### config.mk
export PLATFORM = sky130hd
export DESIGN_NAME = fifo_wr_arbiter_flat
export DESIGN_NICKNAME = d
export VERILOG_FILES = /design/src/rtl/fifo_wr_arbiter_if.sv /design/src/rtl/fifo_wr_arbiter.sv /design/src/flat_wrapper.sv
export SDC_FILE = /design/constraint.sdc
export NUM_CORES = 1
export LEC_CHECK = 0
export CELL_PAD_IN_SITES_DETAIL_PLACEMENT = 0
export CELL_PAD_IN_SITES_GLOBAL_PLACEMENT = 1
export CORE_ASPECT_RATIO = 1.1
export CORE_MARGIN = 2
export CORE_UTILIZATION = 22
export CTS_CLUSTER_DIAMETER = 50
export CTS_CLUSTER_SIZE = 10
export DETAILED_ROUTE_END_ITERATION = 8
export HOLD_SLACK_MARGIN = 0.15
export PLACE_DENSITY = 0.75
export SYNTH_ARGS = -nofsm -noshare
export SYNTH_HDL_FRONTEND = slang
export SYNTH_SLANG_ARGS = --single-unit
export TNS_END_PERCENT = 1
### constraint.sdc
create_clock -name clk -period 1.9 [get_ports clk]
set_input_delay 0.38 -clock clk [delete_from_list [all_inputs] [get_ports clk]]
set_output_delay 0.38 -clock clk [all_outputs]
set_load 0.02 [all_outputs]
### src/rtl/fifo_wr_arbiter_if.sv
// Producer-side and FIFO-write-side signals of the round-robin FIFO write arbiter.
// The master modport belongs to the arbiter. The slave modport belongs to the producers and the FIFO.
interface fifo_wr_arbiter_if #(
  parameter int NUM_REQ    = 4,
  parameter int DATA_WIDTH = 8,
  parameter int MAX_BURST  = 8
);
  localparam int GW = (NUM_REQ > 1) ? $clog2(NUM_REQ) : 1;
  localparam int CW = (MAX_BURST > 1) ? $clog2(MAX_BURST) : 1;

  // Handshake: req[i] is producer i's valid and req_ack[i] is its ready/accept.
  // A beat moves on a rising edge where req[i] & req_ack[i] are both high.
  // req_data/req_last must stay stable while req[i] is high and not yet acked.
  // fifo_write is asserted only when fifo_full is low.
  logic [NUM_REQ-1:0]            req;
  logic [NUM_REQ*DATA_WIDTH-1:0] req_data;
  logic [NUM_REQ-1:0]            req_last;
  logic [NUM_REQ-1:0]            req_ack;
  logic                          fifo_full;
  logic                          fifo_write;
  logic [DATA_WIDTH-1:0]         fifo_datain;
  logic [GW-1:0]                 grant_id;
  logic                          busy;
  logic                          dbg_state;
  logic [GW-1:0]                 dbg_rr_ptr;
  logic [CW-1:0]                 dbg_beat_cnt;

  modport master (
    input  req, req_data, req_last, fifo_full,
    output req_ack, fifo_write, fifo_datain, grant_id, busy,
           dbg_state, dbg_rr_ptr, dbg_beat_cnt
  );

  modport slave (
    output req, req_data, req_last, fifo_full,
    input  req_ack, fifo_write, fifo_datain, grant_id, busy,
           dbg_state, dbg_rr_ptr, dbg_beat_cnt
  );
endinterface

### src/rtl/fifo_wr_arbiter.sv
// Round-robin arbiter that shares one ring-FIFO write port among NUM_REQ producers.
// Each grant covers a burst of beats. A grant ends on last, on MAX_BURST beats, or when the producer aborts.
module fifo_wr_arbiter #(
  parameter int NUM_REQ    = 4,
  parameter int DATA_WIDTH = 8,
  parameter int MAX_BURST  = 8
) (
  input logic              clk,
  input logic              reset,
  fifo_wr_arbiter_if.master bus
);
  localparam int GW = (NUM_REQ > 1) ? $clog2(NUM_REQ) : 1;
  localparam int CW = (MAX_BURST > 1) ? $clog2(MAX_BURST) : 1;

  typedef enum logic {
    S_IDLE  = 1'b0,
    S_GRANT = 1'b1
  } state_t;

  state_t          r_state;
  logic [GW-1:0]   r_rr_ptr;
  logic [GW-1:0]   r_grant_id;
  logic [CW-1:0]   r_beat_cnt;

  logic                  w_pick_valid;
  logic [GW-1:0]         w_pick_id;
  logic [GW-1:0]         w_scan_idx;
  logic                  w_req_g;
  logic                  w_last_g;
  logic [DATA_WIDTH-1:0] w_data_g;
  logic                  w_granted;
  logic                  w_beat;
  logic                  w_cnt_max;
  logic                  w_exit;
  logic [GW-1:0]         w_next_ptr;
  logic [NUM_REQ-1:0]    w_ack;

  // Scan downward so the requester closest to r_rr_ptr is the last one written.
  always_comb begin
    w_pick_valid = 1'b0;
    w_pick_id    = '0;
    w_scan_idx   = '0;
    for (int k = NUM_REQ - 1; k >= 0; k--) begin
      w_scan_idx = GW'((int'(r_rr_ptr) + k) % NUM_REQ);
      if (bus.req[w_scan_idx]) begin
        w_pick_valid = 1'b1;
        w_pick_id    = w_scan_idx;
      end
    end
  end

  always_comb begin
    w_req_g  = 1'b0;
    w_last_g = 1'b0;
    w_data_g = '0;
    for (int i = 0; i < NUM_REQ; i++) begin
      if (r_grant_id == GW'(i)) begin
        w_req_g  = bus.req[i];
        w_last_g = bus.req_last[i];
        w_data_g = bus.req_data[i*DATA_WIDTH +: DATA_WIDTH];
      end
    end
  end

  assign w_granted  = (r_state == S_GRANT);
  assign w_beat     = w_granted & w_req_g & ~bus.fifo_full;
  assign w_cnt_max  = (r_beat_cnt == CW'(MAX_BURST - 1));
  assign w_exit     = w_granted & (~w_req_g | (w_beat & (w_last_g | w_cnt_max)));
  assign w_next_ptr = (r_grant_id == GW'(NUM_REQ - 1)) ? '0 : r_grant_id + GW'(1);

  always_comb begin
    w_ack = '0;
    if (w_beat) w_ack[r_grant_id] = 1'b1;
  end

  always_ff @(posedge clk or negedge reset) begin
    if (!reset) begin
      r_state    <= S_IDLE;
      r_rr_ptr   <= '0;
      r_grant_id <= '0;
      r_beat_cnt <= '0;
    end else begin
      case (r_state)
        S_IDLE: begin
          if (w_pick_valid) begin
            r_grant_id <= w_pick_id;
            r_beat_cnt <= '0;
            r_state    <= S_GRANT;
          end
        end
        S_GRANT: begin
          // A stalled cycle (fifo_full) keeps the grant and leaves the count unchanged.
          if (w_exit) begin
            r_state    <= S_IDLE;
            r_rr_ptr   <= w_next_ptr;
            r_beat_cnt <= '0;
          end else if (w_beat) begin
            r_beat_cnt <= r_beat_cnt + CW'(1);
          end
        end
        default: r_state <= S_IDLE;
      endcase
    end
  end

  assign bus.fifo_write   = w_beat;
  assign bus.req_ack      = w_ack;
  assign bus.fifo_datain  = w_granted ? w_data_g : '0;
  assign bus.grant_id     = r_grant_id;
  assign bus.busy         = w_granted;
  assign bus.dbg_state    = r_state;
  assign bus.dbg_rr_ptr   = r_rr_ptr;
  assign bus.dbg_beat_cnt = r_beat_cnt;
endmodule

### src/flat_wrapper.sv
// flat-port wrapper written by rule: the top's interface ports become plain ports
module fifo_wr_arbiter_flat 
#(
  parameter int NUM_REQ    = 4,
  parameter int DATA_WIDTH = 8,
  parameter int MAX_BURST  = 8
)
  (clk, reset, bus_req, bus_req_data, bus_req_last, bus_fifo_full, bus_req_ack, bus_fifo_write, bus_fifo_datain, bus_grant_id, bus_busy, bus_dbg_state, bus_dbg_rr_ptr, bus_dbg_beat_cnt);
  fifo_wr_arbiter_if #(.NUM_REQ(NUM_REQ), .DATA_WIDTH(DATA_WIDTH), .MAX_BURST(MAX_BURST)) bus_i ();
  input logic clk;
  input logic reset;
  input wire logic [$bits(bus_i.req)-1:0] bus_req;
  input wire logic [$bits(bus_i.req_data)-1:0] bus_req_data;
  input wire logic [$bits(bus_i.req_last)-1:0] bus_req_last;
  input wire logic [$bits(bus_i.fifo_full)-1:0] bus_fifo_full;
  output wire logic [$bits(bus_i.req_ack)-1:0] bus_req_ack;
  output wire logic [$bits(bus_i.fifo_write)-1:0] bus_fifo_write;
  output wire logic [$bits(bus_i.fifo_datain)-1:0] bus_fifo_datain;
  output wire logic [$bits(bus_i.grant_id)-1:0] bus_grant_id;
  output wire logic [$bits(bus_i.busy)-1:0] bus_busy;
  output wire logic [$bits(bus_i.dbg_state)-1:0] bus_dbg_state;
  output wire logic [$bits(bus_i.dbg_rr_ptr)-1:0] bus_dbg_rr_ptr;
  output wire logic [$bits(bus_i.dbg_beat_cnt)-1:0] bus_dbg_beat_cnt;
  assign bus_i.req = bus_req;
  assign bus_i.req_data = bus_req_data;
  assign bus_i.req_last = bus_req_last;
  assign bus_i.fifo_full = bus_fifo_full;
  assign bus_req_ack = bus_i.req_ack;
  assign bus_fifo_write = bus_i.fifo_write;
  assign bus_fifo_datain = bus_i.fifo_datain;
  assign bus_grant_id = bus_i.grant_id;
  assign bus_busy = bus_i.busy;
  assign bus_dbg_state = bus_i.dbg_state;
  assign bus_dbg_rr_ptr = bus_i.dbg_rr_ptr;
  assign bus_dbg_beat_cnt = bus_i.dbg_beat_cnt;
  fifo_wr_arbiter #(.NUM_REQ(NUM_REQ), .DATA_WIDTH(DATA_WIDTH), .MAX_BURST(MAX_BURST)) u_core (.clk(clk), .reset(reset), .bus(bus_i));
endmodule
==> impl_metrics.tcl <==
set metrics [dict create \
    outcome "finished with violations" \
    violations "negative setup slack" \
    post-route-util 0.4869 \
    preCtsSetupSlack_ns -0.6763 \
    r2r_setup_slack_ns -0.24 \
    p_per_area_nw_per_um2 1540 \
    layout-drive-gt1-share 0.4223 \
    cp_top_family "simple AND/OR/NAND/NOR gates" \
    routed_wl_mm 3.895 \
    rsz0062_at_grt "yes" \
    first_iter_violations 25 \
    synthToLayoutAreaGrowth_pct 110.1 \
    worst-path-buf-inv 2 \
    die_area_sq_um 5172 \
    grt_max_degree 17 \
    dr_wl_met3_microns 415 \
    h-tree-depth 1 \
    std_cell_rows 25 \
    clockBufferDepth 2 \
    place_congestion 0.7434 \
    syn-num-nets 168 \
    chipHeight_microns 75.23 \
    diodes 0 \
    crit_type "flip-flop to output port" \
    io_buffer_count 64 \
    drv_cap 0 \
    synth-seq-area-share 0.1973 \
    yosysWarningCount 0 \
    cts_root_buffer "clkbuf_8" \
    die_w_microns 68.76 \
    drc 0 \
    rr_endpoint "u_core.bus.dbg_rr_ptr[0]$_DFFE_PN0P_" \
    drt-wirelength-per-cell_microns 14.98 \
    highest_layer "met4" \
    clock_latency_ns 0.22 \
    async_flop_share 1.000 \
    first_global_vias 1272 \
    cts_tree "done" \
    num_vias 1263 \
    timing.final.ws_setup_ns -0.3201 \
    io_pins 65 \
    slowest_delay_ns 0.47 \
    synth_area_per_cell_sq_um 8.527 \
    wl_met1_mm 1.497 \
    postSynthCellCount 119 \
    fin_crit_ns 2.220 \
    ys.flop_type "dfrtp_1" \
    postPlaceCellArea_sq_um 1928 \
    detail_route.first_pass.iterations 4 \
    reg2reg_depth 7 \
    synth_seq_cells 8 \
    cp_max_fo 6 \
    slowest_stage "dfrtp_2" \
    ant_nets 0 \
    ir_drop_v 0.0006696 \
    design_area_sq_um 2132 \
    fin_nets 257 \
    dp_hpwl_mm 2.930 \
    hold_viol 0 \
    grt_pass1_wl_mm 5.809 \
    worst_slew_pin_slew_ns 0.3725 \
    start_kind "flip-flop" \
    power.total_uw 3284 \
    synth_cell_types 41 \
    slew_viol_final 0 \
    finalCritPeriodShare 1.168 \
    met2RoutedLength_mm 1.979 \
    final.setup_skew_ns 0.004659 \
    hold_class "input port to async pin" \
    clk_pin_slew_ns 0.04 \
    path_depth 7 \
    synth-edff-count 0 \
    cts.sinks 8 \
    relSlewSlack 0.7509 \
    synth.cell_area_sq_um 1015 \
    core_sq_um 4379 \
    numCtsBuffers 3 \
    endpoint_kind "output port" \
    timing.rr.start "u_core.bus.grant_id[0]$_DFFE_PN0P_" \
    grtUsageTotal 0.1457 \
    required_ns 1.52 \
    arrival_ns 1.84 \
    initial_core_util 0.2317 \
    path_cells "inv_4, ha_4, or3b_4, o2111ai_4, nor2_4, and2_4, buf_6" \
    gr-total-overflow 0 \
    cts_hold_buf 0 \
    clock.fmax_mhz 450.4 \
    setup_viol 18 \
    antenna_found_initial 0 \
    tns_ns -3.974 \
    via_per_inst 4.858 \
    total_leakage_power_uw 0.0009211 \
]
worst max path at each step:
stage	from	end	slack (ns)
2_1_floorplan	u_core.bus.grant_id[0]$_DFFE_PN0P_	bus_req_ack[0]	-0.16
3_3_place_gp	bus_req[0]	bus_req_ack[3]	-0.65
3_5_place_dp	bus_req[0]	bus_req_ack[1]	-0.68
4_1_cts	u_core.bus.grant_id[1]$_DFFE_PN0P_	bus_req_ack[3]	-0.33
5_1_grt	u_core.bus.grant_id[1]$_DFFE_PN0P_	bus_req_ack[0]	-0.37
6_report	u_core.bus.grant_id[0]$_DFFE_PN0P_	bus_req_ack[3]	-0.32
state kept, by name, indices dropped and copies added (netlist names):
name	flops
u_core.bus.dbg_rr_ptr	2
u_core.bus.grant_id	2
u_core.bus.dbg_beat_cnt	3
u_core.bus.busy	1
cell families after synthesis:
logic type / count (synthesis) / synth area share
multiplexers: 5 / 0.05302
AO/OA/AOI/OAI: 42 / 0.3712
flip-flops: 8 / 0.1973
buffers and inverters: 20 / 0.09616
adder cells (fa/ha/maj): 6 / 0.07398
AND/OR/NAND/NOR: 38 / 0.2084
worst reg2reg max path, stage by stage, from the launching register on:
cell and delay [ns]:
dfrtp_2 0.47, ha_4 0.22, buf_6 0.15, buf_4 0.13, nand3b_1 0.23, a2111oi_4 0.36, o31ai_2 0.14, mux2_1 0.33
repair_timing:
item / CTS / global route
pin swaps: 24 / 2
resized for setup: 93 / 8
endpoints found under the setup margin: 18 / 20
setup buffers: 4 / 0
placed cells by master, fill, tap and decap left out, types with 2 or more instances in the layout:
cell type and count:
a211o_1 9, a21boi_2 8, a21oi_2 2, a221oi_1 2, a221oi_2 6, a32o_1 2, and2_4 4, and2b_1 4
buf_4 29, buf_6 11, clkbuf_8 3, clkdlybuf4s50_1 50, dfrtp_1 6, dfrtp_2 2, ha_1 2, ha_4 4
inv_1 9, mux2_1 2, mux2i_1 2, nand2_1 10, nand2b_1 2, nand3b_1 2, nor2_1 6, nor2b_2 2
o21ai_0 2
stage by stage:
step	instances	hold WS [ns]
6_report	260	0.4414
2_1_floorplan	119	0.08441
3_5_place_dp	253	0.5196
4_1_cts	260	0.4523
3_3_place_gp	253	0.5219
5_1_grt	260	0.4724
synth_stat cells, types with 2 or more instances:
cell type	n	area (sq um)
mux2i_1	2	20.02
a221oi_1	8	70.07
a21boi_0	8	60.06
a32o_1	2	20.02
nor2b_1	4	25.02
nand3b_1	2	15.01
o21ai_0	2	10.01
mux2_1	2	22.52
buf_2	3	15.01
a211oi_1	2	15.01
and2b_1	4	30.03
buf_4	3	22.52
nand2_1	10	37.54
nor2_1	6	22.52
dfrtp_1	8	200.2
a211o_1	9	78.83
inv_1	11	41.29
and2_1	4	25.02
ha_1	6	75.07
nand2b_1	2	12.51
where the power goes:
part | internal, uW | switching (uW)
clock network | 137 | 59.6
logic | 1430 | 1300
registers | 244 | 107
area by class of cell:
cell class	count	area, sq um
clock buffers	3	41.29
repair buffers	93	879.6
flip-flops and latches	8	202.7
multi-input cells	91	897.1
fillers	413	2247
well taps	54	67.56
inverters	11	43.79
routing by layer:
metal | GRT usage | up-vias
li1 | - | 617
met1 | 0.1580 | 596
met2 | 0.2906 | 48
met3 | 0.02242 | 2
met4 | 0.03050 | 0
met5 | 0 | -
No activity file was read; power rests on OpenSTA's default activity.
